==> src/rtl/multicycle_addsub.sv <==
// Chunk-serial adder/subtractor: processes CHUNK bits per clock and publishes
// sum/cout/ovf atomically when the last chunk has been added.
module multicycle_addsub #(
  parameter int WIDTH = 16,
  parameter int CHUNK = 4
) (
  input  logic             clk,
  input  logic             rst,
  input  logic             start,
  input  logic             mode,
  input  logic [WIDTH-1:0] a,
  input  logic [WIDTH-1:0] b,
  input  logic             cin,
  output logic             busy,
  output logic             done,
  output logic [WIDTH-1:0] sum,
  output logic             cout,
  output logic             ovf
);

  localparam int NCH = WIDTH / CHUNK;
  localparam int CW  = (NCH > 1) ? $clog2(NCH) : 1;

  typedef enum logic [1:0] {IDLE, RUN, DONE} state_t;

  state_t           r_state;
  state_t           w_state_nxt;
  logic [WIDTH-1:0] r_opa;
  logic [WIDTH-1:0] r_opb;
  logic [WIDTH-1:0] r_part;
  logic             r_carry;
  logic [CW-1:0]    r_cnt;

  logic [CHUNK-1:0] w_ca;
  logic [CHUNK-1:0] w_cb;
  logic [CHUNK-1:0] w_cs;
  logic             w_cout;
  logic [WIDTH-1:0] w_part_nxt;
  logic             w_last;
  logic             w_accept;
  logic             w_ovf;

  function automatic logic [CHUNK:0] add_chunk(input logic [CHUNK-1:0] x,
                                               input logic [CHUNK-1:0] y,
                                               input logic             ci);
    return {1'b0, x} + {1'b0, y} + {{CHUNK{1'b0}}, ci};
  endfunction

  always_comb begin
    w_ca       = r_opa[int'(r_cnt)*CHUNK +: CHUNK];
    w_cb       = r_opb[int'(r_cnt)*CHUNK +: CHUNK];
    {w_cout, w_cs} = add_chunk(w_ca, w_cb, r_carry);
    w_part_nxt = r_part;
    w_part_nxt[int'(r_cnt)*CHUNK +: CHUNK] = w_cs;
    w_last     = (r_cnt == CW'(NCH - 1));
    w_accept   = start && (r_state != RUN);
    // carry into the MSB is recovered as a^b^s at that bit, so no extra tap is needed
    w_ovf      = r_opa[WIDTH-1] ^ r_opb[WIDTH-1] ^ w_part_nxt[WIDTH-1] ^ w_cout;
  end

  always_comb begin
    w_state_nxt = r_state;
    busy        = 1'b0;
    done        = 1'b0;
    case (r_state)
      IDLE: if (start) w_state_nxt = RUN;
      RUN: begin
        busy = 1'b1;
        if (w_last) w_state_nxt = DONE;
      end
      DONE: begin
        done        = 1'b1;
        w_state_nxt = start ? RUN : IDLE;
      end
      default: w_state_nxt = IDLE;
    endcase
  end

  always_ff @(posedge clk) begin
    if (rst) r_state <= IDLE;
    else     r_state <= w_state_nxt;
  end

  always_ff @(posedge clk) begin
    if (rst) begin
      r_cnt   <= '0;
      r_carry <= 1'b0;
      sum     <= '0;
      cout    <= 1'b0;
      ovf     <= 1'b0;
    end else if (w_accept) begin
      r_opa   <= a;
      r_opb   <= mode ? ~b : b;
      r_carry <= mode ? 1'b1 : cin;
      r_cnt   <= '0;
    end else if (r_state == RUN) begin
      r_part  <= w_part_nxt;
      r_carry <= w_cout;
      r_cnt   <= r_cnt + 1'b1;
      if (w_last) begin
        sum  <= w_part_nxt;
        cout <= w_cout;
        ovf  <= w_ovf;
      end
    end
  end

endmodule

==> config.mk <==
export PLATFORM = sky130hd
export DESIGN_NAME = multicycle_addsub
export DESIGN_NICKNAME = d
export VERILOG_FILES = /design/src/rtl/multicycle_addsub.sv
export SDC_FILE = /design/constraint.sdc
export NUM_CORES = 1
export LEC_CHECK = 0
export BUFFER_PORTS_ARGS = -buffer_cell sky130_fd_sc_hd__buf_2
export CORE_MARGIN = 1.5
export CORE_UTILIZATION = 45
export CTS_CLUSTER_SIZE = 28
export DETAILED_ROUTE_END_ITERATION = 8
export PLACE_DENSITY_LB_ADDON = 0.1
export SYNTH_ARGS = -nofsm -noshare
export SYNTH_HDL_FRONTEND = slang
export SYNTH_SLANG_ARGS = --single-unit
export TNS_END_PERCENT = 1
==> constraint.sdc <==
create_clock -name clk -period 7.9 [get_ports clk]
set_input_delay 2.37 -clock clk [delete_from_list [all_inputs] [get_ports clk]]
set_output_delay 2.37 -clock clk [all_outputs]
set_load 0.02 [all_outputs]
After elaboration in Yosys (flattened, before gate mapping)
Cells that the tools add are included.
Operators by class
  multiplexer cells: 11
  bitwise gates (word level): 6
  eq/ne operators: 6
  reduce and logical (&&, ||, !) cells: 8
  shift-type cells: 4
  add/subtract/negate cells: 4
Operator list (count)
  $neg A4 Y33: 1
  $shift A4 B33 Y16 const A: 1
  $shiftx A4 B33 Y16: 1
  $shiftx A16 B5 Y4: 2
  $bwmux W16: 1
  $mux W16: 1
  $not A16 Y16: 1
  $mux W1: 6
  $pmux W2 S3: 1
  $reduce_and A3 Y1: 2
  $add A4 B4 Y5: 1
  $add A5 B1 Y5: 1
  $eq A2 B2 Y1 const B: 2
  $mux W2: 2
  $ne A2 B2 Y1 const B: 2
  $reduce_and A2 Y1: 2
  $xor A1 B1 Y1: 3
  $add A2 B1 Y2 const B: 1
  $eq A2 B1 Y1 const B: 1
  $logic_not A2 Y1: 1
  $ne A2 B1 Y1 const B: 1
  $not A1 Y1: 2
  $reduce_bool A2 Y1: 1
  $reduce_or A2 Y1: 1
  $logic_and A1 B1 Y1: 1
Storage, ports and cells
  word-level logic and storage cells: 48
  output and inout port bits: 20
  register bits: 71
  bits of input ports: 37

Logic depth before layout (Yosys ltp)
  depth in word-level cells: 7
  depth in mapped cells: 11
  depth with buffers taken out: 9

Least setup slack after synthesis
OpenSTA, ideal clock, no wires.
  kind: input to register
  start point: input rst
  end point: register r_opa[0], enable pin
  stages: 2
  path slack: 2.440 ns
  required time: 7.432 ns
  data arrival time: 4.992 ns
  path buffers: 1
  cells stage by stage: clkbuf_1 -> nor3b_1
Between the ends
  word-level cells in the longest chain between the ends: 2
RTL lines
  start, declared: line 8  | input logic rst,
  $not A1 Y1 (no line)
  $reduce_and A2 Y1 (no line)
  end signal, assigned: line 92  | r_opa <= a;
  end, declared: line 28  | logic [WIDTH-1:0] r_opa;
No other way between the ends.
A chain may end at the register's enable or synchronous reset.

Worst setup path in the final report
  start point: register r_state[1]
  end point: output busy
Between the ends
  word-level cells in the longest chain between the ends: 2
RTL lines
  start, declared: line 26  | state_t r_state;
  start signal, assigned: line 81  | else r_state <= w_state_nxt;
  $eq A2 B1 Y1: line 65  | case (r_state)
  $mux W1: line 65
  end, declared: line 14  | output logic busy,
No other way between the ends.

==> metrics.yaml <==
finalWirelength_microns: 5589
post-route-util_pct: 55.06
dp_slack_ns: 4.191
use_met2_pct: 26.14
finalWorstSetupSlack_ns: 4.204
max_cap_violations: 0
vias_per_cell: 4.774
diodes: 0
synth-seq-cells: 71
grtUsageMet3_pct: 3.429
swShare_pct: 22.96
share_comb_of_total_power_pct: 11.4
synthCells: 263
drt_first_pass_iters: 4
grt_busiest_layer: "met2"
synth_area_sq_um: 3147
synth_fp_nets: 311
hold_path_class: "flop to flop"
placed_cells: 409
pin_count: 57
grt_overflow: 0
core_sq_um: 6794
cts-root-buf: "clkbuf_8"
cts_buffers: 9
p_seq_share_pct: 51.3
arrival_ns: 1.33
grt_antenna_before_repair: 0
grtUsageMet1_pct: 21.31
post_cts.repair.setup_buffers: 0
rsz0062_at_grt: "false"
insertion_delay_ns: 0.34
min_period_over_period_pct: 46.78
final_cells: 425
dieWidth_microns: 86.63
start_util_pct: 46.32
io_buffers: 56
yosysWarnings: 0
gp_congestion: 0.7923
grt_max_degree: 33
finalMaxSlewViolations: 0
yosysSeqAreaShare_pct: 60.44
end_kind: "output port"
cp.required_ns: 5.53
cts.sink_count: 71
ys_types: 34
p_clk_share_pct: 37.4
cp-start-kind: "flop"
syn_avg_cell_area_sq_um: 11.96
cts_tree: "done"
fin_crit_ns: 3.696
cts-hold-fix-buffers: 0
post_cts_resized: 0
mostFrequentLayoutCell: "buf_2"
crit_type: "flop to output port"
cp_cell_sequence: "nand2b_1 -> clkinv_1 -> buf_2"
cp_slowest_cell: "dfxtp_1"
fmax_ghz: 0.2706
finalClockSkew_ns: 0.002316
cts_buffer_depth: 2
cts_max_level: 3
antenna_left: 0
worst_pin_slew_ns: 0.5667
p_leak_nw: 1.488
relSlewSlack_pct: 62.17
crit_fanout: 9
rrSetupSlack_ns: 4.92
hold_viol_final: 0
grt_pass1_wl_microns: 9356
power.internal_mw: 0.6300
fin_nets: 372
clk_pin_slew_ns: 0.07
grt_usage_pct: 16.48
p_switching_mw: 0.1877
drive_above_1_share_pct: 25.23
drt_iter0_drc: 58
slowest_delay_ns: 0.32
dp_hpwl_microns: 3922
drc: 0
row_count: 30
tns_ns: 0
mostFrequentLayoutCells: "buf_2, edfxtp_1, nor2_1"
vias: 2029
vdd_drop_max_v: 0.00008756
die_h_microns: 86.63
wl_per_cell_microns: 13.15
area_delta_synth_final_pct: 18.89
status: "complete, no violations"
grt_pass1_vias: 1957
setup_violations: 0
dieArea_sq_um: 7504
powerDensity_nw_per_um2: 218.6
## worst paths after layout
kind,endpoint,startpoint,cells after the start
setup reg to reg,sum[5],r_cnt[0],10
hold / removal,sum[14],sum[14],2
setup / recovery,busy,r_state[1],3
hold reg to reg,sum[14],sum[14],2
## sequential cells by signal (all words and copies together), names as in the netlist, 2 cells and up
signal	flops
r_part	16
r_opa	16
r_cnt	2
r_opb	16
r_state	2
sum	16
## power groups by stage
stage / Combinational, mW / Clock (mW) / Sequential (mW)
5_1_grt: 0.104 / 0.328 / 0.421
3_5_place_dp: 0.0944 / 0 / 0.428
2_1_floorplan: 0.0644 / 0 / 0.427
4_1_cts: 0.0946 / 0.314 / 0.419
6_report: 0.0930 / 0.305 / 0.419
3_3_place_gp: 0.0927 / 0 / 0.427
## cells in the mapped netlist
master    number  area (sq um)
or3_1          2         12.51
inv_1         20         75.07
and2_0         1         6.260
o22ai_1        4         25.02
fa_1           2         40.04
nor2_1        35         131.4
ha_1           9         112.6
clkbuf_1       4         15.01
mux2_2         1         11.26
dfxtp_1       23         460.4
or2b_1         1         7.510
nor3_1         9         45.04
xor2_1        17         148.9
xnor2_1        3         26.28
a211oi_1       3         22.52
a311oi_1       2         17.52
o31a_2         1         10.01
and3_1         1         6.260
mux4_2         8         180.2
nor2b_1        5         31.28
nand3_1        8         40.04
and2_1         1         6.260
nor3b_1        2         15.01
o21a_1         1         7.510
nand4_1        2         12.51
or2_1          1         6.260
nand2b_1       5         31.28
nand2_1       16         60.06
a21oi_1       12         60.06
buf_2          6         30.03
o21ai_0        8         40.04
nand3b_1       1         7.510
edfxtp_1      48          1441
clkinv_1       1         3.750
## cells by family after synthesis
family,share of synthesized area [%]
AO/OA/AOI/OAI,5.805
AND/OR/NAND/NOR,13.32
flip-flops,60.44
adder cells (fa/ha/maj),4.851
XOR/XNOR,5.567
buffers and inverters,3.936
multiplexers,6.083
## area by class of cell
| class | count | area [sq um] |
|---|---|---|
| flip-flops and latches | 71 | 1902 |
| clock buffers | 11 | 131.4 |
| well taps | 96 | 120.1 |
| inverters | 21 | 78.83 |
| repair buffers | 60 | 310.3 |
| multi-input cells | 161 | 1126 |
| clock inverters | 5 | 72.57 |
| fillers | 628 | 3053 |
## worst max-delay path, delay by kind of cell, from the launching register on
family | cells | cell delay (ns)
flops | 1 | 0.32
simple gates | 1 | 0.18
buf+inv | 2 | 0.48
## metal layers
metal / routed length, microns / part of all wire, %
met1: 2611 / 47
met4: 127 / 2.3
met3: 180 / 3.2
met2: 2670 / 48
met5: 0 / 0
## through the flow
| step | cell area (sq um) | hold slack, ns | total power, mW |
|---|---|---|---|
| 2_1_floorplan | 3147 | 0.4863 | 0.4912 |
| 3_3_place_gp | 3537 | 0.4467 | 0.5199 |
| 3_5_place_dp | 3537 | 0.4460 | 0.5220 |
| 4_1_cts | 3741 | 0.4561 | 0.8274 |
| 5_1_grt | 3741 | 0.4723 | 0.8532 |
| 6_report | 3741 | 0.4538 | 0.8177 |
Power figures use the tool's default switching activity.
